File: config.mk
export PLATFORM = sky130hd
export DESIGN_NAME = dma_io_peripheral
export DESIGN_NICKNAME = d
export VERILOG_FILES = /design/src/rtl/dma_io_peripheral.sv
export SDC_FILE = /design/constraint.sdc
export NUM_CORES = 1
export LEC_CHECK = 0
export CORE_ASPECT_RATIO = 1.25
export CORE_MARGIN = 2
export CORE_UTILIZATION = 35
export DETAILED_ROUTE_END_ITERATION = 8
export PLACE_DENSITY = 0.59
export SKIP_CTS_REPAIR_TIMING = 1
export SLEW_MARGIN = 5
export SYNTH_ARGS = -nofsm -noshare
export SYNTH_HDL_FRONTEND = slang
export SYNTH_SLANG_ARGS = --single-unit
File: constraint.sdc
create_clock -name Clock -period 3.2 [get_ports Clock]
set_input_delay 0.64 -clock Clock [delete_from_list [all_inputs] [get_ports Clock]]
set_output_delay 0.64 -clock Clock [all_outputs]
set_load 0.005 [all_outputs]
File: src/rtl/dma_io_peripheral.sv
// Byte FIFO bridging an 8237-style DMA handshake (DREQ/DACK, IOR/IOW strobes, EOP)
// to a local valid/ready push/pop port; direction selects which side fills the FIFO.
module dma_io_peripheral #(
    parameter int DEPTH = 8,
    parameter int CW    = $clog2(DEPTH) + 1
) (
    input  logic          Clock,
    input  logic          Reset,
    output logic          DREQ,
    input  logic          DACK,
    input  logic          nIOR,
    input  logic          nIOW,
    input  logic          nEOP,
    input  logic          Dir,
    input  logic [7:0]    DataIn,
    output logic [7:0]    DataOut,
    output logic          DataOutEn,
    input  logic [7:0]    LocalWrData,
    input  logic          LocalWrValid,
    output logic          LocalWrReady,
    output logic [7:0]    LocalRdData,
    output logic          LocalRdValid,
    input  logic          LocalRdReady,
    input  logic          Restart,
    output logic [CW-1:0] Count,
    output logic          Done,
    output logic          Underrun
);

    localparam int            PW   = $clog2(DEPTH);
    localparam logic [CW-1:0] FULL = CW'(DEPTH);

    typedef enum logic [1:0] {
        IDLE = 2'd0,
        REQ  = 2'd1,
        XFER = 2'd2,
        DONE = 2'd3
    } state_t;

    state_t        state_r, state_nxt_s;
    logic [7:0]    mem_r [DEPTH];
    logic [PW-1:0] wr_ptr_r, rd_ptr_r;
    logic [CW-1:0] count_r, count_nxt_s;
    logic          dreq_r, dreq_nxt_s;
    logic          underrun_r;
    logic          dir_r, dir_nxt_s;
    logic          ior_q_r, iow_q_r;
    logic [7:0]    iow_data_r;

    logic          empty_s, full_s, xfer_ack_s, eop_s;
    logic          ior_edge_s, iow_edge_s;
    logic          local_push_s, local_pop_s, dma_push_s, dma_pop_s;
    logic          push_s, pop_s, underrun_set_s;
    logic [7:0]    push_data_s;

    function automatic logic ready_f(input logic dir, input logic [CW-1:0] cnt);
        return dir ? (cnt != FULL) : (cnt != {CW{1'b0}});
    endfunction

    assign empty_s    = (count_r == {CW{1'b0}});
    assign full_s     = (count_r == FULL);
    assign xfer_ack_s = (state_r == XFER) && DACK;
    assign eop_s      = DACK && !nEOP;

    // A strobe completes on its rising edge; only honoured during an acknowledged transfer.
    assign ior_edge_s = xfer_ack_s && !dir_r && !ior_q_r && nIOR;
    assign iow_edge_s = xfer_ack_s &&  dir_r && !iow_q_r && nIOW;

    // A full FIFO still accepts a push in the same cycle the other side pops.
    assign dma_pop_s      = ior_edge_s && !empty_s;
    assign local_pop_s    = dir_r && !empty_s && LocalRdReady;
    assign LocalWrReady   = !dir_r && (!full_s || dma_pop_s);
    assign local_push_s   = LocalWrValid && LocalWrReady;
    assign dma_push_s     = iow_edge_s && (!full_s || local_pop_s);
    assign underrun_set_s = (ior_edge_s && empty_s) || (iow_edge_s && full_s && !local_pop_s);

    assign push_s      = local_push_s || dma_push_s;
    assign pop_s       = local_pop_s || dma_pop_s;
    assign push_data_s = dir_r ? iow_data_r : LocalWrData;

    assign DataOutEn    = DACK && !nIOR && !Dir;
    assign DataOut      = empty_s ? 8'hFF : mem_r[rd_ptr_r];
    assign LocalRdData  = mem_r[rd_ptr_r];
    assign LocalRdValid = dir_r && !empty_s;
    assign Count        = count_r;
    assign Done         = (state_r == DONE);
    assign Underrun     = underrun_r;
    assign DREQ         = dreq_r;

    // Occupancy after this cycle's push/pop.
    always_comb begin
        count_nxt_s = count_r;
        case ({push_s, pop_s})
            2'b10:   count_nxt_s = count_r + CW'(1);
            2'b01:   count_nxt_s = count_r - CW'(1);
            default: count_nxt_s = count_r;
        endcase
    end

    // Direction is only re-latched while no transfer is in flight.
    always_comb begin
        dir_nxt_s = dir_r;
        if (state_r == IDLE || state_r == DONE) begin
            dir_nxt_s = Dir;
        end else begin
            dir_nxt_s = dir_r;
        end
    end

    // Handshake state transitions; EOP takes priority over Restart.
    always_comb begin
        state_nxt_s = state_r;
        case (state_r)
            IDLE: begin
                if (eop_s)                       state_nxt_s = DONE;
                else if (ready_f(dir_r, count_r)) state_nxt_s = REQ;
                else                             state_nxt_s = IDLE;
            end
            REQ: begin
                if (eop_s)     state_nxt_s = DONE;
                else if (DACK) state_nxt_s = XFER;
                else           state_nxt_s = REQ;
            end
            XFER: begin
                if (eop_s)      state_nxt_s = DONE;
                else if (!DACK) state_nxt_s = IDLE;
                else            state_nxt_s = XFER;
            end
            DONE: begin
                if (Restart && !eop_s) state_nxt_s = IDLE;
                else                   state_nxt_s = DONE;
            end
            default: state_nxt_s = IDLE;
        endcase
    end

    // DREQ looks ahead at the post-update occupancy so it drops on the last edge.
    always_comb begin
        dreq_nxt_s = 1'b0;
        if (state_nxt_s == REQ) begin
            dreq_nxt_s = 1'b1;
        end else if (state_nxt_s == XFER) begin
            dreq_nxt_s = ready_f(dir_nxt_s, count_nxt_s);
        end else begin
            dreq_nxt_s = 1'b0;
        end
    end

    // Control, pointer and strobe-history registers.
    always_ff @(posedge Clock) begin
        if (Reset) begin
            state_r    <= IDLE;
            dreq_r     <= 1'b0;
            count_r    <= {CW{1'b0}};
            wr_ptr_r   <= {PW{1'b0}};
            rd_ptr_r   <= {PW{1'b0}};
            underrun_r <= 1'b0;
            dir_r      <= Dir;
            ior_q_r    <= 1'b1;
            iow_q_r    <= 1'b1;
            iow_data_r <= 8'h00;
        end else begin
            state_r  <= state_nxt_s;
            dreq_r   <= dreq_nxt_s;
            count_r  <= count_nxt_s;
            dir_r    <= dir_nxt_s;
            ior_q_r  <= nIOR;
            iow_q_r  <= nIOW;
            if (push_s) wr_ptr_r <= wr_ptr_r + PW'(1);
            if (pop_s)  rd_ptr_r <= rd_ptr_r + PW'(1);
            if (!nIOW)  iow_data_r <= DataIn;
            if (underrun_set_s)  underrun_r <= 1'b1;
            else if (Restart)    underrun_r <= 1'b0;
        end
    end

    // FIFO storage; contents are invalidated by the occupancy reset, not cleared.
    always_ff @(posedge Clock) begin
        if (push_s) mem_r[wr_ptr_r] <= push_data_s;
    end

endmodule
After elaboration in Yosys (flattened, before gate mapping)

Memory sizes are Yosys's and may differ from the RTL's. A register that Yosys moved wholly into a read port is not among the register bits.
Cells that the tools add are included.

RAM bits: 64
Input port bits: 26
Register bits: 25
Logic and storage cells: 89
Output and inout port bits: 26
Memories: 1

Reductions and logical operators: 41
Equal/unequal tests: 10
Mux-type cells: 23
$add $sub $neg: 4

Memories:

| memory | words | width | rd ports | clocked after memory_dff | wr ports | RTL line | text |
|---|---|---|---|---|---|---|---|
| mem_r  | 8     | 8     | 1        | 1                        | 1        | 41       | `logic [7:0] mem_r [DEPTH];` |

Operators with widths:

| kind                                              | count |
|---|---|
| logical AND 1 bit                                 | 20 |
| two-way mux 8 bit                                 | 2 |
| two-way mux 2 bit                                 | 6 |
| two-way mux 1 bit                                 | 11 |
| logical NOT 1 bit                                 | 10 |
| == test 2 bit (second input constant)             | 4 |
| != test 4 bit (second input constant)             | 2 |
| case mux 2 bit (4 select lines)                   | 1 |
| case mux 4 bit (2 select lines)                   | 1 |
| nonzero test 4 bit                                | 2 |
| adder 3 x 1 -> 3 bit (second input constant)      | 2 |
| == test 2 x 1 -> 1 bit (second input constant)    | 3 |
| logical OR 1 bit                                  | 6 |
| two-way mux 3 bit                                 | 2 |
| adder 4 x 1 -> 4 bit (second input constant)      | 1 |
| == test 4 bit (second input constant)             | 1 |
| logical NOT 4 bit                                 | 1 |
| subtractor 4 x 1 -> 4 bit (second input constant) | 1 |
| logical NOT 2 bit                                 | 1 |
| nonzero test 2 bit                                | 1 |

Logic depth before layout (Yosys ltp)

Word-level depth: 16
Gate-level depth with buffers: 14
Mapped depth without buffers: 13

Worst setup path after synthesis

OpenSTA, ideal clock, no wires.

Kind: input to register
Start point: in nIOW
End point: reg dreq_r (netlist: DREQ)
Arrival time: 2.511 ns
Slack: 0.559 ns
Required time: 3.070 ns
Library setup time: 0.130 ns
Stages on the path: 12
Path buffers: 1
Cells stage by stage: buf_2 -> nand4_1 -> nor2_1 -> a22oi_2 -> ha_1 -> xor2_1 -> ha_1 -> a21oi_1 -> mux2i_1 -> xnor2_1 -> o211ai_1 -> nand4_1

Longest elaborated chain between the ends: 9
Elaborated cells on any way between the ends: 11
Those cells by class: 3 x eq/ne; 4 x mux; 4 x reduce/logical

Ends and longest elaborated chain:

| item                                                    | RTL line | text |
|---|---|---|
| start, declared                                         | 12       | `input logic nIOW,` |
| logical AND 1 bit (*)                                   | 67       | `assign iow_edge_s = xfer_ack_s && dir_r && !iow_q_r && nIOW;` |
| logical AND 1 bit (*)                                   | 74       | `assign dma_push_s = iow_edge_s && (!full_s \|\| local_pop_s);` |
| logical OR 1 bit (*)                                    | 77       | `assign push_s = local_push_s \|\| dma_push_s;` |
| == test 2 x 1 -> 1 bit or == test 2 bit (tied branches) | 93       | `case ({push_s, pop_s})` |
| case mux 4 bit (2 select lines) (*)                     | 93       |  |
| != test 4 bit or nonzero test 4 bit (tied branches)     | 57       | `return dir ? (cnt != FULL) : (cnt != {CW{1'b0}});` |
| two-way mux 1 bit (*)                                   | 57       |  |
| two-way mux 1 bit (*)                                   | 142      | `end else if (state_nxt_s == XFER) begin` |
| two-way mux 1 bit (*)                                   | 140      | `if (state_nxt_s == REQ) begin` |
| end signal, assigned                                    | 164      | `dreq_r <= dreq_nxt_s;` |
| end, declared                                           | 44       | `logic dreq_r, dreq_nxt_s;` |

Every way passes the cells marked *; elsewhere a longest branch is shown, timed or not.
A chain may end at the register's enable or synchronous reset.

==> impl_metrics.py <==
metrics = {
    "die": {
        "chipWidth_um": 100.6,
        "num_rows": 44,
        "die_h_um": 124.7,
        "start_util_pct": 35.46,
        "fp.dieArea_um2": 12540,
        "pin_count": 52,
        "core_um2": 11510,
    },
    "final_layout": {
        "layoutNonFillerInstCount": 491,
        "multi_input_area_um2": 1465,
        "drive_gt1_share_pct": 17.56,
        "fin_util_pct": 44.50,
        "syn_to_final_growth_pct": 25.48,
        "ff_latch_area_um2": 2482,
        "antenna_cells": 0,
        "nets": 383,
        "nFillCells": 1071,
    },
    "detailed_routing": {
        "drt_iter0_drc": 71,
        "wl_um": 8475,
        "drt_first_pass_iters": 4,
        "detail_route.wl_per_cell_um": 17.26,
        "vias_per_cell": 4.978,
        "drc_errors": 0,
        "antenna_left": 0,
        "num_vias": 2444,
    },
    "clocking": {
        "clkTransAtPathRegs_ps": 60,
        "clock_latency_ps": 340,
        "cts_buffer_depth": 2,
        "htreeDepth": 3,
        "cts_root_buf": "clkbuf_16",
        "cts_tree": "yes",
        "cts_buffers": 9,
        "cts_num_sinks": 92,
    },
    "power": {
        "peakVddDrop_mv": 0.3542,
        "total_leakage_power_nw": 1.856,
        "power_density_nw_per_um2": 670.9,
    },
    "global_routing": {
        "overflow": 0,
        "grt_usage_pct": 14.45,
        "grt_start_max_net_pins": 17,
        "grt_antenna_before_repair": 0,
        "grt_pass1_vias": 2518,
        "grt_pass1_wl_um": 13230,
    },
    "setup_path": {
        "cp.arrival_ps": 2350,
        "worst-path-max-fanout": 16,
        "crit_type": "register to output pin",
        "crit_required_ps": 2560,
        "cp-end-kind": "output pin",
        "start_kind": "register",
    },
    "synth": {
        "synth_mux_area_share_pct": 17.17,
        "synth_area_um2": 4080,
        "avgSynthCellArea_um2": 14.73,
        "synthArstFlopShare_pct": 0,
        "netlist_instances": 277,
        "synthAdderAreaFrac_pct": 2.760,
        "synthFlopType": "edfxtp_1",
        "yosys.area_share.xor_xnor_pct": 1.288,
        "synth-simple-area-share_pct": 10.21,
        "synth-seq-area-share_pct": 60.84,
        "synth_top_family_by_area": "multiplexers",
        "synth_seq_cells": 92,
        "synth_fp_nets": 312,
        "yosysUniqueCellTypes": 53,
        "synth_edf_count": 64,
        "synth_compound_area_share_pct": 4.477,
        "yosysWarnings": 0,
    },
    "timing": {
        "hold_viol": 0,
        "timing.final.ws_setup_ps": 205.3,
        "drv_slew": 0,
        "slew_headroom_pct": 65.86,
        "final-setup-viol-count": 0,
        "fmax_ghz": 0.3339,
        "rsz0062_at_grt": "no",
        "skew_ps": 5.935,
        "fin_crit_sh_pct": 93.58,
        "tightestPinTransition_ps": 511.4,
        "period_needed_ps": 2995,
    },
    "placed_design": {
        "gp_congestion": 0.7560,
        "portBuffers": 51,
        "place_inst": 475,
        "post-place-ws_ps": -37.37,
        "dp_hpwl_um": 5992,
    },
    "worst_hold_path": {
        "hold_class": "register to register",
    },
    "status": {
        "status": "complete, no violations",
    },
    "job": {
        "cap_violations": 0,
    },
}
[path summary, 6_finish.rpt]
path                              start                    end  slack, ps  cells after the start
hold reg to reg   Underrun$_SDFFE_PP0P_  Underrun$_SDFFE_PP0P_        490                      2
hold / removal    Underrun$_SDFFE_PP0P_  Underrun$_SDFFE_PP0P_        490                      2
setup reg to reg  state_r[0]$_SDFF_PP0_        DREQ$_SDFF_PP0_        500                     13
setup / recovery               register             DataOut[6]        210                      5
[routing by layer]
metal	global-route usage, %	wire (um)
met3	4.153	341
met2	24.32	4334
met4	5.077	140
met5	0	0
met1	17.51	3658
[Yosys cell counts (all sizes together) (2+ instances only)]
cell / count / area [um2]
a21oi: 4 / 20.02
a22oi: 2 / 20.02
and2: 6 / 37.54
buf: 8 / 75.07
clkbuf: 7 / 27.52
dfxtp: 28 / 560.5
edfxtp: 64 / 1922
ha: 9 / 112.6
inv: 8 / 30.03
mux2: 16 / 187.7
mux2i: 13 / 130.1
mux4: 16 / 382.9
nand2: 5 / 18.77
nand2b: 14 / 87.58
nand3: 2 / 10.01
nand4: 3 / 18.77
nand4b: 2 / 23.77
nor2: 30 / 112.6
nor3: 4 / 25.02
o21a: 2 / 15.01
o21ai: 4 / 20.01
o221ai: 2 / 17.52
or2: 3 / 18.77
or3: 4 / 25.02
xnor2: 3 / 26.28
xor2: 3 / 26.28
[sequential cells by signal, indices dropped and copies added, names as in the netlist, named ones only]
| register | cells |
|---|---|
| iow_data_r | 8 |
| Count | 4 |
| DREQ | 1 |
| rd_ptr_r | 3 |
| wr_ptr_r | 3 |
| state_r | 2 |
| iow_q_r | 1 |
| dir_r | 1 |
| ior_q_r | 1 |
| mem_r | 64 |
| Underrun | 1 |
[report_power, final]
| part | switching [W] | internal (W) | total, W |
|---|---|---|---|
| clock network | 0.000430 | 0.000521 | 0.000951 |
| logic | 0.000469 | 0.000550 | 0.00102 |
| registers | 0.0000716 | 0.00139 | 0.00146 |
| total | 0.000971 | 0.00246 | 0.00343 |
[cell families (layout without fill, tap and decap cells)]
kind of cell             Yosys count  count (layout)
adder cells (fa/ha/maj)            9               9
AND/OR/NAND/NOR                   78              78
buffers and inverters             23              99
XOR/XNOR                           6               6
flip-flops                        92              92
multiplexers                      45              45
AO/OA/AOI/OAI                     24              24
[per-stage QoR]
stage	TNS (ps)	hold WS (ps)	instance area, um2	total power (W)
after floorplan	0	459.3	4080	0.002059
after global placement	0	474.2	4853	0.002502
after detailed placement	-37.37	479.7	4853	0.002528
after CTS	0	495.6	5120	0.003487
after global routing	0	518.6	5120	0.003630
final	0	488.8	5120	0.003435
[cell type report]
type,count,area share [%]
Timing Repair Buffer,75,13.73
Clock inverter,7,0.8065
Tap cell,138,3.372
Sequential cell,92,48.48
Multi-Input combinational cell,162,28.62
Inverter,8,0.5865
Clock buffer,9,4.399
[cells in the final DEF, fill, tap and decap left out, types with 4 or more instances in the layout]
cell type,n
and2_1,6
mux2_2,6
nand2_1,5
clkinv_2,4
or3_1,4
mux2i_1,13
nand2b_1,14
mux2_1,8
edfxtp_1,64
nor2_1,30
inv_1,7
a21oi_1,4
clkdlybuf4s50_1,51
buf_4,23
dfxtp_1,28
ha_1,9
clkbuf_16,9
mux4_1,6
mux4_2,10
[critical path, cell delays in order, from the launching register on]
cell	delay [ps]
dfxtp_1	350
buf_12	190
mux4_1	580
mux2_2	300
nand2b_1	140
clkdlybuf4s50_1	440
(Power assumes the default switching activity.)
